## config.mk

```make
export PLATFORM = sky130hd
export DESIGN_NAME = stopwatch_control_flat
export DESIGN_NICKNAME = d
export VERILOG_FILES = /design/src/rtl/stopwatch_control_pkg.sv /design/src/rtl/stopwatch_control_if.sv /design/src/rtl/stopwatch_control_button_conditioner.sv /design/src/rtl/stopwatch_control.sv /design/src/flat_wrapper.sv
export SDC_FILE = /design/constraint.sdc
export NUM_CORES = 1
export LEC_CHECK = 0
export CORE_MARGIN = 5
export CORE_UTILIZATION = 48
export CTS_CLUSTER_DIAMETER = 100
export DETAILED_ROUTE_END_ITERATION = 10
export PLACE_DENSITY = 0.75
export SETUP_SLACK_MARGIN = 0.5
export SKIP_LAST_GASP = 1
export SLEW_MARGIN = 20
export SYNTH_ARGS = -nofsm -noshare
export SYNTH_HDL_FRONTEND = slang
export SYNTH_SLANG_ARGS = --single-unit
```

## constraint.sdc

```tcl
create_clock -name clk -period 1.8 [get_ports clk]
set_input_delay 0.36 -clock clk [delete_from_list [all_inputs] [get_ports clk]]
set_output_delay 0.36 -clock clk [all_outputs]
set_load 0.005 [all_outputs]
```

## src/rtl/stopwatch_control_pkg.sv

```systemverilog
// Package for the stopwatch control unit.
// Holds the state codes, the control word for each state and the positions
// of the control word fields used by the datapath.
package stopwatch_pkg;

    localparam int CW_W = 6;

    typedef enum logic [2:0] {
        S_RESET   = 3'd0,
        S_STOP    = 3'd1,
        S_RUN     = 3'd2,
        S_INC     = 3'd3,
        S_R2LR    = 3'd4,
        S_LAPRUN  = 3'd5,
        S_LAPINC  = 3'd6,
        S_LAPSTOP = 3'd7
    } state_t;

    // Control word field positions
    localparam int CW_MUX_BIT    = 5;   // 0 = counters, 1 = lap register
    localparam int CW_LAP_LD_BIT = 4;   // load lap register
    localparam int CW_CLR_BIT    = 3;   // mod-10 counters sync reset
    localparam int CW_EN_BIT     = 2;   // mod-10 counters enable
    localparam int CW_TMODE_LSB  = 0;   // tenth counter mode [1:0]

    // Control word per state
    localparam logic [CW_W-1:0] CW_RESET   = 6'b001011;
    localparam logic [CW_W-1:0] CW_STOP    = 6'b000000;
    localparam logic [CW_W-1:0] CW_RUN     = 6'b000010;
    localparam logic [CW_W-1:0] CW_INC     = 6'b000111;
    localparam logic [CW_W-1:0] CW_R2LR    = 6'b010000;
    localparam logic [CW_W-1:0] CW_LAPRUN  = 6'b100010;
    localparam logic [CW_W-1:0] CW_LAPINC  = 6'b100111;
    localparam logic [CW_W-1:0] CW_LAPSTOP = 6'b100000;

endpackage

```

## src/rtl/stopwatch_control_if.sv

```systemverilog
// Interface between the stopwatch control unit and its surroundings.
//   btn_start/btn_lap/btn_clear : raw buttons, active-high, asynchronous
//   tenth                       : datapath tenth-counter terminal count
//   cw                          : control word to the datapath
//   state_o                     : current state code for debug/LEDs
// master drives buttons and tenth; slave is the control unit.
interface stopwatch_control_if;
    import stopwatch_pkg::*;

    logic            btn_start;
    logic            btn_lap;
    logic            btn_clear;
    logic            tenth;
    logic [CW_W-1:0] cw;
    logic [2:0]      state_o;

    modport master (
        output btn_start, btn_lap, btn_clear, tenth,
        input  cw, state_o
    );

    modport slave (
        input  btn_start, btn_lap, btn_clear, tenth,
        output cw, state_o
    );
endinterface

```

## src/rtl/stopwatch_control_button_conditioner.sv

```systemverilog
// Button conditioner: SYNC_STAGES-flop synchroniser followed by a rising-edge
// detector. rise is high for exactly one cycle per press, however long the
// button is held.
//   clk, resetn : clock, asynchronous active-low reset
//   raw         : asynchronous button input
//   rise        : single-cycle pulse on a synchronised rising edge
module button_conditioner #(
    parameter int SYNC_STAGES = 2
) (
    input  logic clk,
    input  logic resetn,
    input  logic raw,
    output logic rise
);
    logic [SYNC_STAGES-1:0] sync_q;
    logic                   last_q;

    always_ff @(posedge clk or negedge resetn) begin
        if (!resetn) begin
            sync_q <= '0;
            last_q <= 1'b0;
        end else begin
            sync_q <= {sync_q[SYNC_STAGES-2:0], raw};
            last_q <= sync_q[SYNC_STAGES-1];
        end
    end

    assign rise = sync_q[SYNC_STAGES-1] & ~last_q;
endmodule

```

## src/rtl/stopwatch_control.sv

```systemverilog
// Stopwatch control unit: Moore FSM that turns button events and the datapath
// tenth status into the control word cw.
//   clk, resetn : clock, asynchronous active-low reset
//   sw (slave)  : buttons, tenth in; cw, state_o out
//
//   state   | meaning
//   RESET   | clear counters and load tenth counter (one cycle)
//   STOP    | idle, counters held
//   RUN     | tenth counter counting down
//   INC     | tenth terminal count: reload and bump mod-10 counters
//   R2LR    | capture counters into lap register (one cycle)
//   LAPRUN  | running, display shows lap register
//   LAPINC  | as INC while showing lap register
//   LAPSTOP | stopped, display shows lap register
module stopwatch_control
    import stopwatch_pkg::*;
#(
    parameter int CW_WIDTH    = CW_W,
    parameter int SYNC_STAGES = 2
) (
    input  logic                 clk,
    input  logic                 resetn,
    stopwatch_control_if.slave   sw
);
    state_t state_q, state_d;
    logic   start_rise, lap_rise, clear_rise;
    logic   start_p, lap_p, clear_p;
    logic   start_ev, lap_ev, clear_ev;
    logic   take_start, take_lap, take_clear;
    logic [CW_WIDTH-1:0] cw_word;

    button_conditioner #(.SYNC_STAGES(SYNC_STAGES)) u_start (
        .clk(clk), .resetn(resetn), .raw(sw.btn_start), .rise(start_rise));
    button_conditioner #(.SYNC_STAGES(SYNC_STAGES)) u_lap (
        .clk(clk), .resetn(resetn), .raw(sw.btn_lap), .rise(lap_rise));
    button_conditioner #(.SYNC_STAGES(SYNC_STAGES)) u_clear (
        .clk(clk), .resetn(resetn), .raw(sw.btn_clear), .rise(clear_rise));

    // A fresh edge is usable in the cycle it is detected.
    assign start_ev = start_rise | start_p;
    assign lap_ev   = lap_rise   | lap_p;
    assign clear_ev = clear_rise | clear_p;

    // An event stays pending until taken (consumed or discarded).
    always_ff @(posedge clk or negedge resetn) begin
        if (!resetn) begin
            start_p <= 1'b0;
            lap_p   <= 1'b0;
            clear_p <= 1'b0;
        end else begin
            start_p <= start_ev & ~take_start;
            lap_p   <= lap_ev   & ~take_lap;
            clear_p <= clear_ev & ~take_clear;
        end
    end

    always_ff @(posedge clk or negedge resetn) begin
        if (!resetn) state_q <= S_RESET;
        else         state_q <= state_d;
    end

    always_comb begin
        state_d    = state_q;
        take_start = 1'b0;
        take_lap   = 1'b0;
        // Clear is acted on in STOP and thrown away everywhere else, so it
        // never waits for a later state.
        take_clear = 1'b1;
        case (state_q)
            S_RESET: state_d = S_STOP;
            S_STOP: begin
                take_lap = 1'b1;
                if (clear_ev) begin
                    state_d = S_RESET;
                end else if (start_ev) begin
                    state_d    = S_RUN;
                    take_start = 1'b1;
                end
            end
            S_RUN: begin
                if (sw.tenth) begin
                    state_d = S_INC;
                end else if (start_ev) begin
                    state_d    = S_STOP;
                    take_start = 1'b1;
                end else if (lap_ev) begin
                    state_d  = S_R2LR;
                    take_lap = 1'b1;
                end
            end
            S_INC:  state_d = S_RUN;
            S_R2LR: state_d = S_LAPRUN;
            S_LAPRUN: begin
                if (sw.tenth) begin
                    state_d = S_LAPINC;
                end else if (start_ev) begin
                    state_d    = S_LAPSTOP;
                    take_start = 1'b1;
                end else if (lap_ev) begin
                    state_d  = S_RUN;
                    take_lap = 1'b1;
                end
            end
            S_LAPINC: state_d = S_LAPRUN;
            S_LAPSTOP: begin
                if (start_ev) begin
                    state_d    = S_LAPRUN;
                    take_start = 1'b1;
                end else if (lap_ev) begin
                    state_d  = S_STOP;
                    take_lap = 1'b1;
                end
            end
            default: state_d = S_RESET;
        endcase
    end

    always_comb begin
        cw_word = CW_RESET;
        case (state_q)
            S_RESET:   cw_word = CW_RESET;
            S_STOP:    cw_word = CW_STOP;
            S_RUN:     cw_word = CW_RUN;
            S_INC:     cw_word = CW_INC;
            S_R2LR:    cw_word = CW_R2LR;
            S_LAPRUN:  cw_word = CW_LAPRUN;
            S_LAPINC:  cw_word = CW_LAPINC;
            S_LAPSTOP: cw_word = CW_LAPSTOP;
            default:   cw_word = CW_RESET;
        endcase
    end

    assign sw.cw      = cw_word;
    assign sw.state_o = state_q;
endmodule
```

## src/flat_wrapper.sv

```systemverilog
// flat-port wrapper written by rule: the top's interface ports become plain ports
module stopwatch_control_flat import stopwatch_pkg::*;
#(
    parameter int CW_WIDTH    = CW_W,
    parameter int SYNC_STAGES = 2
)
  (clk, resetn, sw_btn_start, sw_btn_lap, sw_btn_clear, sw_tenth, sw_cw, sw_state_o);
  stopwatch_control_if sw_i ();
  input  logic clk;
  input  logic resetn;
  input wire logic [$bits(sw_i.btn_start)-1:0] sw_btn_start;
  input wire logic [$bits(sw_i.btn_lap)-1:0] sw_btn_lap;
  input wire logic [$bits(sw_i.btn_clear)-1:0] sw_btn_clear;
  input wire logic [$bits(sw_i.tenth)-1:0] sw_tenth;
  output wire logic [$bits(sw_i.cw)-1:0] sw_cw;
  output wire logic [$bits(sw_i.state_o)-1:0] sw_state_o;
  assign sw_i.btn_start = sw_btn_start;
  assign sw_i.btn_lap = sw_btn_lap;
  assign sw_i.btn_clear = sw_btn_clear;
  assign sw_i.tenth = sw_tenth;
  assign sw_cw = sw_i.cw;
  assign sw_state_o = sw_i.state_o;
  stopwatch_control #(.CW_WIDTH(CW_WIDTH), .SYNC_STAGES(SYNC_STAGES)) u_core (.clk(clk), .resetn(resetn), .sw(sw_i));
endmodule
```

==> impl_metrics.json, run 1 <==
{
  "io_buffers": 14,
  "fmax_mhz": 541,
  "hold_violations": 0,
  "htreeDepth": 1,
  "hold_depth": 0,
  "ir_drop_mv": 1.24,
  "r2r_cells": 9,
  "crit_chain": "inv_4 > buf_6 > ha_4 > buf_6 > and2b_2 > buf_4 > o21ba_4 > o31ai_2 > o31ai_1",
  "yosys_register_bits": 14,
  "violations": "negative setup slack",
  "cts_made_buffers": 3,
  "synth_cell_types": 29,
  "synth_top_area_cell": "dfrtp_1",
  "p_switching_mw": 0.949,
  "yosys_warnings": 0,
  "hold_ws_ps": 355,
  "crit_buf_inv": 4,
  "synth.cell_area_um2": 732,
  "synthCells": 64,
  "power.internal_mw": 1.50,
  "async_flop_share_pct": 100,
  "min_period_ps": 1850,
  "initial_core_util_pct": 49.7,
  "switching_share_pct": 38.8,
  "total_power_mw": 2.44,
  "end_kind": "flip-flop",
  "firstDrtPassIters": 4,
  "slowest_stage": "dfrtp_2",
  "setup_viol": 2,
  "nNetsFinal": 119,
  "drc_errors": 0,
  "hold_class": "flip-flop to flip-flop",
  "crit_type": "flip-flop to flip-flop",
  "grt_max_degree": 15,
  "root_buffer": "clkbuf_4",
  "cts_buffer_depth": 2,
  "clkLatencyLatePin_ps": 280,
  "placed_area_um2": 1000,
  "critPathTopFamily": "compound AO/OA/AOI/OAI gates",
  "yosysMostFrequentCell": "dfrtp_1",
  "synth_edf_count": 0,
  "worstPathRequired_ps": 1950,
  "worstSetupPathDepth": 9,
  "maxCapViolCount": 0,
  "path_common_cell": "buf_6",
  "ant_nets": 0,
  "synthTopCellsByCount": "dfrtp_1, inv_1, ha_1",
  "ios": 15,
  "layout-drive-gt1-share_pct": 64.5,
  "maxSlewHeadroom_pct": 60.3,
  "cts.sinks": 14,
  "fin_worst_skew_ps": 5.06,
  "routabilityCongestion": 0.861,
  "area_delta_synth_final_pct": 75.0,
  "synth_area_per_cell_um2": 11.4,
  "report.final.slew_viol_count": 0,
  "rsz0062_at_grt": "yes",
  "clockPowerShare_pct": 9.0,
  "tightest_slew_ps": 593,
  "grt_pass1_vias": 700,
  "drt-initial-drc-count": 12,
  "finalCritPeriodShare_pct": 103,
  "vias": 667,
  "wl_per_cell_um": 17.4,
  "grt_usage_pct": 18.6,
  "totalWireLength_um": 2140,
  "path_max_fanout": 5,
  "power_density_nw_per_um2": 1910,
  "synth.top_cell.area_share_pct": 47.9,
  "via_per_inst": 5.42,
  "grt_remaining_overflow": 0,
  "synth_nets": 75,
  "yosys_most_used_dff": "dfrtp_1",
  "die_w_um": 49.1,
  "clk_pin_slew_worst_paths_ps": 80,
  "worst_slack_ps": -47.6,
  "outcome": "finished with violations",
  "antenna-diode-count": 0,
  "worstPathArrival_ps": 2000,
  "final_core_util_pct": 87.1,
  "synth_area_leaders": "dfrtp_1, ha_1, inv_1",
  "cts_tree": "yes",
  "fp-row-count": 14,
  "grt_pass1_wl_um": 3430,
  "antenna_found_initial": 0,
  "p_leak_nw": 0.577,
  "start_kind": "flip-flop",
  "die_area_um2": 2410,
  "design_area_um2": 1280,
  "seq_area_frac_synth_pct": 47.9,
  "coreArea_um2": 1470,
  "seqPwrFrac_pct": 18.5,
  "slowest_delay_ps": 410,
  "post-dp-hpwl_um": 1090,
  "die_h_um": 49.1,
  "combPwrFrac_pct": 72.5
}
-- state kept, by name, indices dropped and copies added, names as in the netlist --
name	flops
u_core.u_lap.last_q	1
u_core.u_clear.last_q	1
u_core.sw.state_o	3
u_core.lap_p	1
u_core.start_p	1
u_core.u_start.sync_q	2
u_core.u_lap.sync_q	2
u_core.u_clear.sync_q	2
u_core.u_start.last_q	1
-- layout by cell type (no fill, tap or decap), drive strengths merged --
cell type      count
o21ai              4
nand3              1
nor3               1
a221oi             1
a2111o             1
a211o              1
ha                 5
dfrtp             14
and2b              1
nand2b             2
o31ai              2
inv                7
nand4b             1
a21o               1
o21ba              2
a21oi              3
clkdlybuf4s50      5
a31oi              1
o2111ai            1
buf               34
mux2               2
clkbuf             5
a211oi             2
mux2i              1
and2               1
nor2               2
nor2b              5
nand2              1
-- path summary, 6_finish.rpt --
kind                                                  to                startpoint  slack [ps]
worst max-delay path                u_core.sw.state_o[2]      u_core.sw.state_o[0]         -50
worst min-delay path            u_core.u_clear.sync_q[1]  u_core.u_clear.sync_q[0]         350
worst max register to register      u_core.sw.state_o[2]      u_core.sw.state_o[0]         -50
worst min register to register  u_core.u_clear.sync_q[1]  u_core.u_clear.sync_q[0]         350
max in group asynchronous           u_core.sw.state_o[0]                    resetn         920
min in group asynchronous       u_core.u_start.sync_q[0]                    resetn         450
-- per-stage QoR --
stage          std cells  setup slack, ps  TNS (ps)
4_1_cts              119             16.5         0
3_5_place_dp         104             -132      -466
3_3_place_gp         104            -63.3      -220
5_1_grt              123             -175      -533
2_1_floorplan         64              223         0
6_report             123            -47.6     -61.6
-- power by group through the flow --
stage / sequential (mW) / combinational (mW) / clock (mW)
after floorplan: 0.459 / 0.672 / 0
after global placement: 0.468 / 1.15 / 0
after detailed placement: 0.472 / 1.16 / 0
after CTS: 0.447 / 1.52 / 0.227
after global routing: 0.462 / 1.92 / 0.246
final: 0.453 / 1.77 / 0.219
-- cell families after synthesis --
group	Yosys count	share of synthesized area, %
AOI/OAI and AO/OA	19	21.7
and+or+nand+nor	15	12.3
DFF	14	47.9
buffers and inverters	8	5.13
adders and majority gates	5	8.55
muxes	3	4.44
-- routing by layer --
metal	vias up	GRT usage, %	part of all wire, %
li1	315	-	-
met4	0	7.17	1.4
met3	4	5.81	4.9
met5	-	0	0
met1	327	20.6	39
met2	21	32.6	55
-- worst register-to-register path, cell delays in order (launching register included) --
cell,delay (ps)
dfrtp_2,410
inv_4,60
buf_6,110
ha_4,150
buf_6,120
and2b_2,210
buf_4,130
o21ba_4,190
o31ai_2,240
o31ai_1,110
-- final cells by class --
| cell class | instances | area, µm² |
|---|---|---|
| clock buffers | 4 | 36.3 |
| fillers | 71 | 190 |
| inverters | 7 | 28.8 |
| well taps | 16 | 20.0 |
| multi-input cells | 42 | 504 |
| flip-flops and latches | 14 | 353 |
| repair buffers | 40 | 339 |
-- timing repair --
| action | in CTS | in global routing |
|---|---|---|
| setup endpoints to repair | 14 | 13 |
| gates resized for setup | 64 | 9 |
| hold buffers | 0 | 0 |
| pin swaps | 8 | 5 |
| setup buffers | 11 | 4 |
(Power assumes the default switching activity.)
==> inputs of run 2 (changes only) <==
--- a/config.mk
+++ b/config.mk
@@ -8,6 +8,7 @@
 export CORE_MARGIN = 5
 export CORE_UTILIZATION = 48
 export CTS_CLUSTER_DIAMETER = 100
+export CTS_CLUSTER_SIZE = 24
 export DETAILED_ROUTE_END_ITERATION = 10
 export PLACE_DENSITY = 0.75
 export SETUP_SLACK_MARGIN = 0.5
==> results of run 2 <==
Final layout, timing and power as in run 1 (identical DEF).
==> inputs of run 3 (changes only) <==
--- a/config.mk
+++ b/config.mk
@@ -5,7 +5,6 @@
 export SDC_FILE = /design/constraint.sdc
 export NUM_CORES = 1
 export LEC_CHECK = 0
-export CORE_MARGIN = 5
 export CORE_UTILIZATION = 48
 export CTS_CLUSTER_DIAMETER = 100
 export CTS_CLUSTER_SIZE = 24
==> impl_metrics.json, run 3 (synthesis results as in run 1) <==
{
  "outcome": "finished with violations",
  "violations": "negative setup slack",
  "worstPathArrival_ps": 2050,
  "grt_pass1_wl_um": 2900,
  "worst_slack_ps": -86.9,
  "fin_worst_skew_ps": 1.62,
  "hold_class": "flip-flop to flip-flop",
  "via_per_inst": 5.84,
  "final_common_cell": "buf_4",
  "fp-row-count": 13,
  "coreArea_um2": 1370,
  "worstPathRequired_ps": 1960,
  "setup_viol": 3,
  "min-delay-start": "u_core.u_lap.sync_q[0]",
  "layout-drive-gt1-share_pct": 59.0,
  "ios": 15,
  "maxCapViolCount": 0,
  "routabilityCongestion": 0.769,
  "report.final.slew_viol_count": 0,
  "grt_pass1_vias": 618,
  "path_max_fanout": 4,
  "htreeDepth": 1,
  "grt_max_degree": 15,
  "tns_ps": -212,
  "root_buffer": "clkbuf_4",
  "crit_path_start": "u_core.sw.state_o[0]",
  "maxSlewHeadroom_pct": 58.9,
  "layoutNonFillerInstCount": 120,
  "wl_per_cell_um": 19.6,
  "fillers": 41,
  "ir_drop_mv": 1.27,
  "hold_violations": 0,
  "hold_ws_ps": 358,
  "area_delta_synth_final_pct": 71.8,
  "clkLatencyLatePin_ps": 270,
  "cts_buffer_depth": 2,
  "power_density_nw_per_um2": 1970,
  "antenna_found_initial": 0,
  "total_power_mw": 2.47,
  "post-dp-hpwl_um": 1140,
  "totalWireLength_um": 2350,
  "die_w_um": 41.1,
  "cts.sinks": 14,
  "p_leak_nw": 0.576,
  "grt_usage_pct": 28.0,
  "crit_type": "flip-flop to flip-flop",
  "rsz0062_at_grt": "yes",
  "post-place-ws_ps": -117,
  "largest_reg_flops": 3,
  "initial_core_util_pct": 53.6,
  "mostFrequentLayoutCells": "buf_4, dfrtp_1, buf_6",
  "grt_remaining_overflow": 0,
  "cts_tree": "yes",
  "nNetsFinal": 118,
  "hold_buffers": 0,
  "fmax_mhz": 530,
  "die_area_um2": 1690,
  "place_inst": 102,
  "ant_nets": 0,
  "clk_pin_slew_worst_paths_ps": 80,
  "die_h_um": 41.1,
  "end_kind": "flip-flop",
  "vias": 701,
  "tightest_slew_ps": 615,
  "antenna-diode-count": 0,
  "start_kind": "flip-flop",
  "drc_errors": 0,
  "io_buffers": 14,
  "min_period_ps": 1890,
  "cts_made_buffers": 3,
  "drt-initial-drc-count": 25,
  "finalCritPeriodShare_pct": 105,
  "firstDrtPassIters": 4,
  "timing.rr.start": "u_core.sw.state_o[0]"
}
[run 3: worst paths after layout]
path,depth (start not counted),slack [ps],endpoint
max in group asynchronous,1,900,u_core.sw.state_o[0]
min reg2reg,0,360,u_core.u_lap.sync_q[1]
min,0,360,u_core.u_lap.sync_q[1]
max,9,-90,u_core.sw.state_o[1]
min in group asynchronous,1,470,u_core.u_clear.sync_q[1]
max reg2reg,9,-90,u_core.sw.state_o[1]
[run 3: stage by stage]
step           instance area (µm²)  util [%]
2_1_floorplan                  773         -
3_3_place_gp                   996      72.9
3_5_place_dp                   996      72.9
4_1_cts                       1140      83.7
5_1_grt                       1260      92.0
6_report                      1260      92.0
[run 3: where the power goes]
part           internal [mW]  leakage [nW]  switching [mW]  total [mW]
combinational           1.02         0.400           0.825        1.85
clock                 0.0775        0.0138          0.0918       0.169
sequential             0.391         0.162          0.0639       0.455
total                   1.49         0.576           0.980        2.47
[run 3: final cells by class]
cell class                 count  area (µm²)  area share, %
timing repair buffer          39         354           28.2
multi-input combinational     42         483           38.4
tap                           15        18.8           1.49
inverter                       7        26.3           2.09
clock buffer                   3        22.5           1.79
sequential                    14         353           28.1
[run 3: timing repair]
action / in CTS / in global routing
setup buffers: 8 / 7
resized for setup: 51 / 14
pin swaps: 5 / 6
endpoints found under the setup margin: 14 / 14
gates cloned: 0 / 0
[run 3: critical path, cell delays in order, from the launching register on]
cell and delay (ps):
dfrtp_2 440, inv_2 100, buf_6 110, ha_4 140
buf_6 100, and2b_1 160, nand4b_1 200, a31oi_4 300
buf_4 160, a21oi_1 70
[run 3: layer usage]
layer  share of wire (%)  vias to the layer above  track usage, %
met3                 5.7                        8            8.15
met1                  42                      350            30.6
li1                    -                      311               -
met4                 1.4                        0            9.17
met2                  51                       32            50.8
met5                   0                        -               0
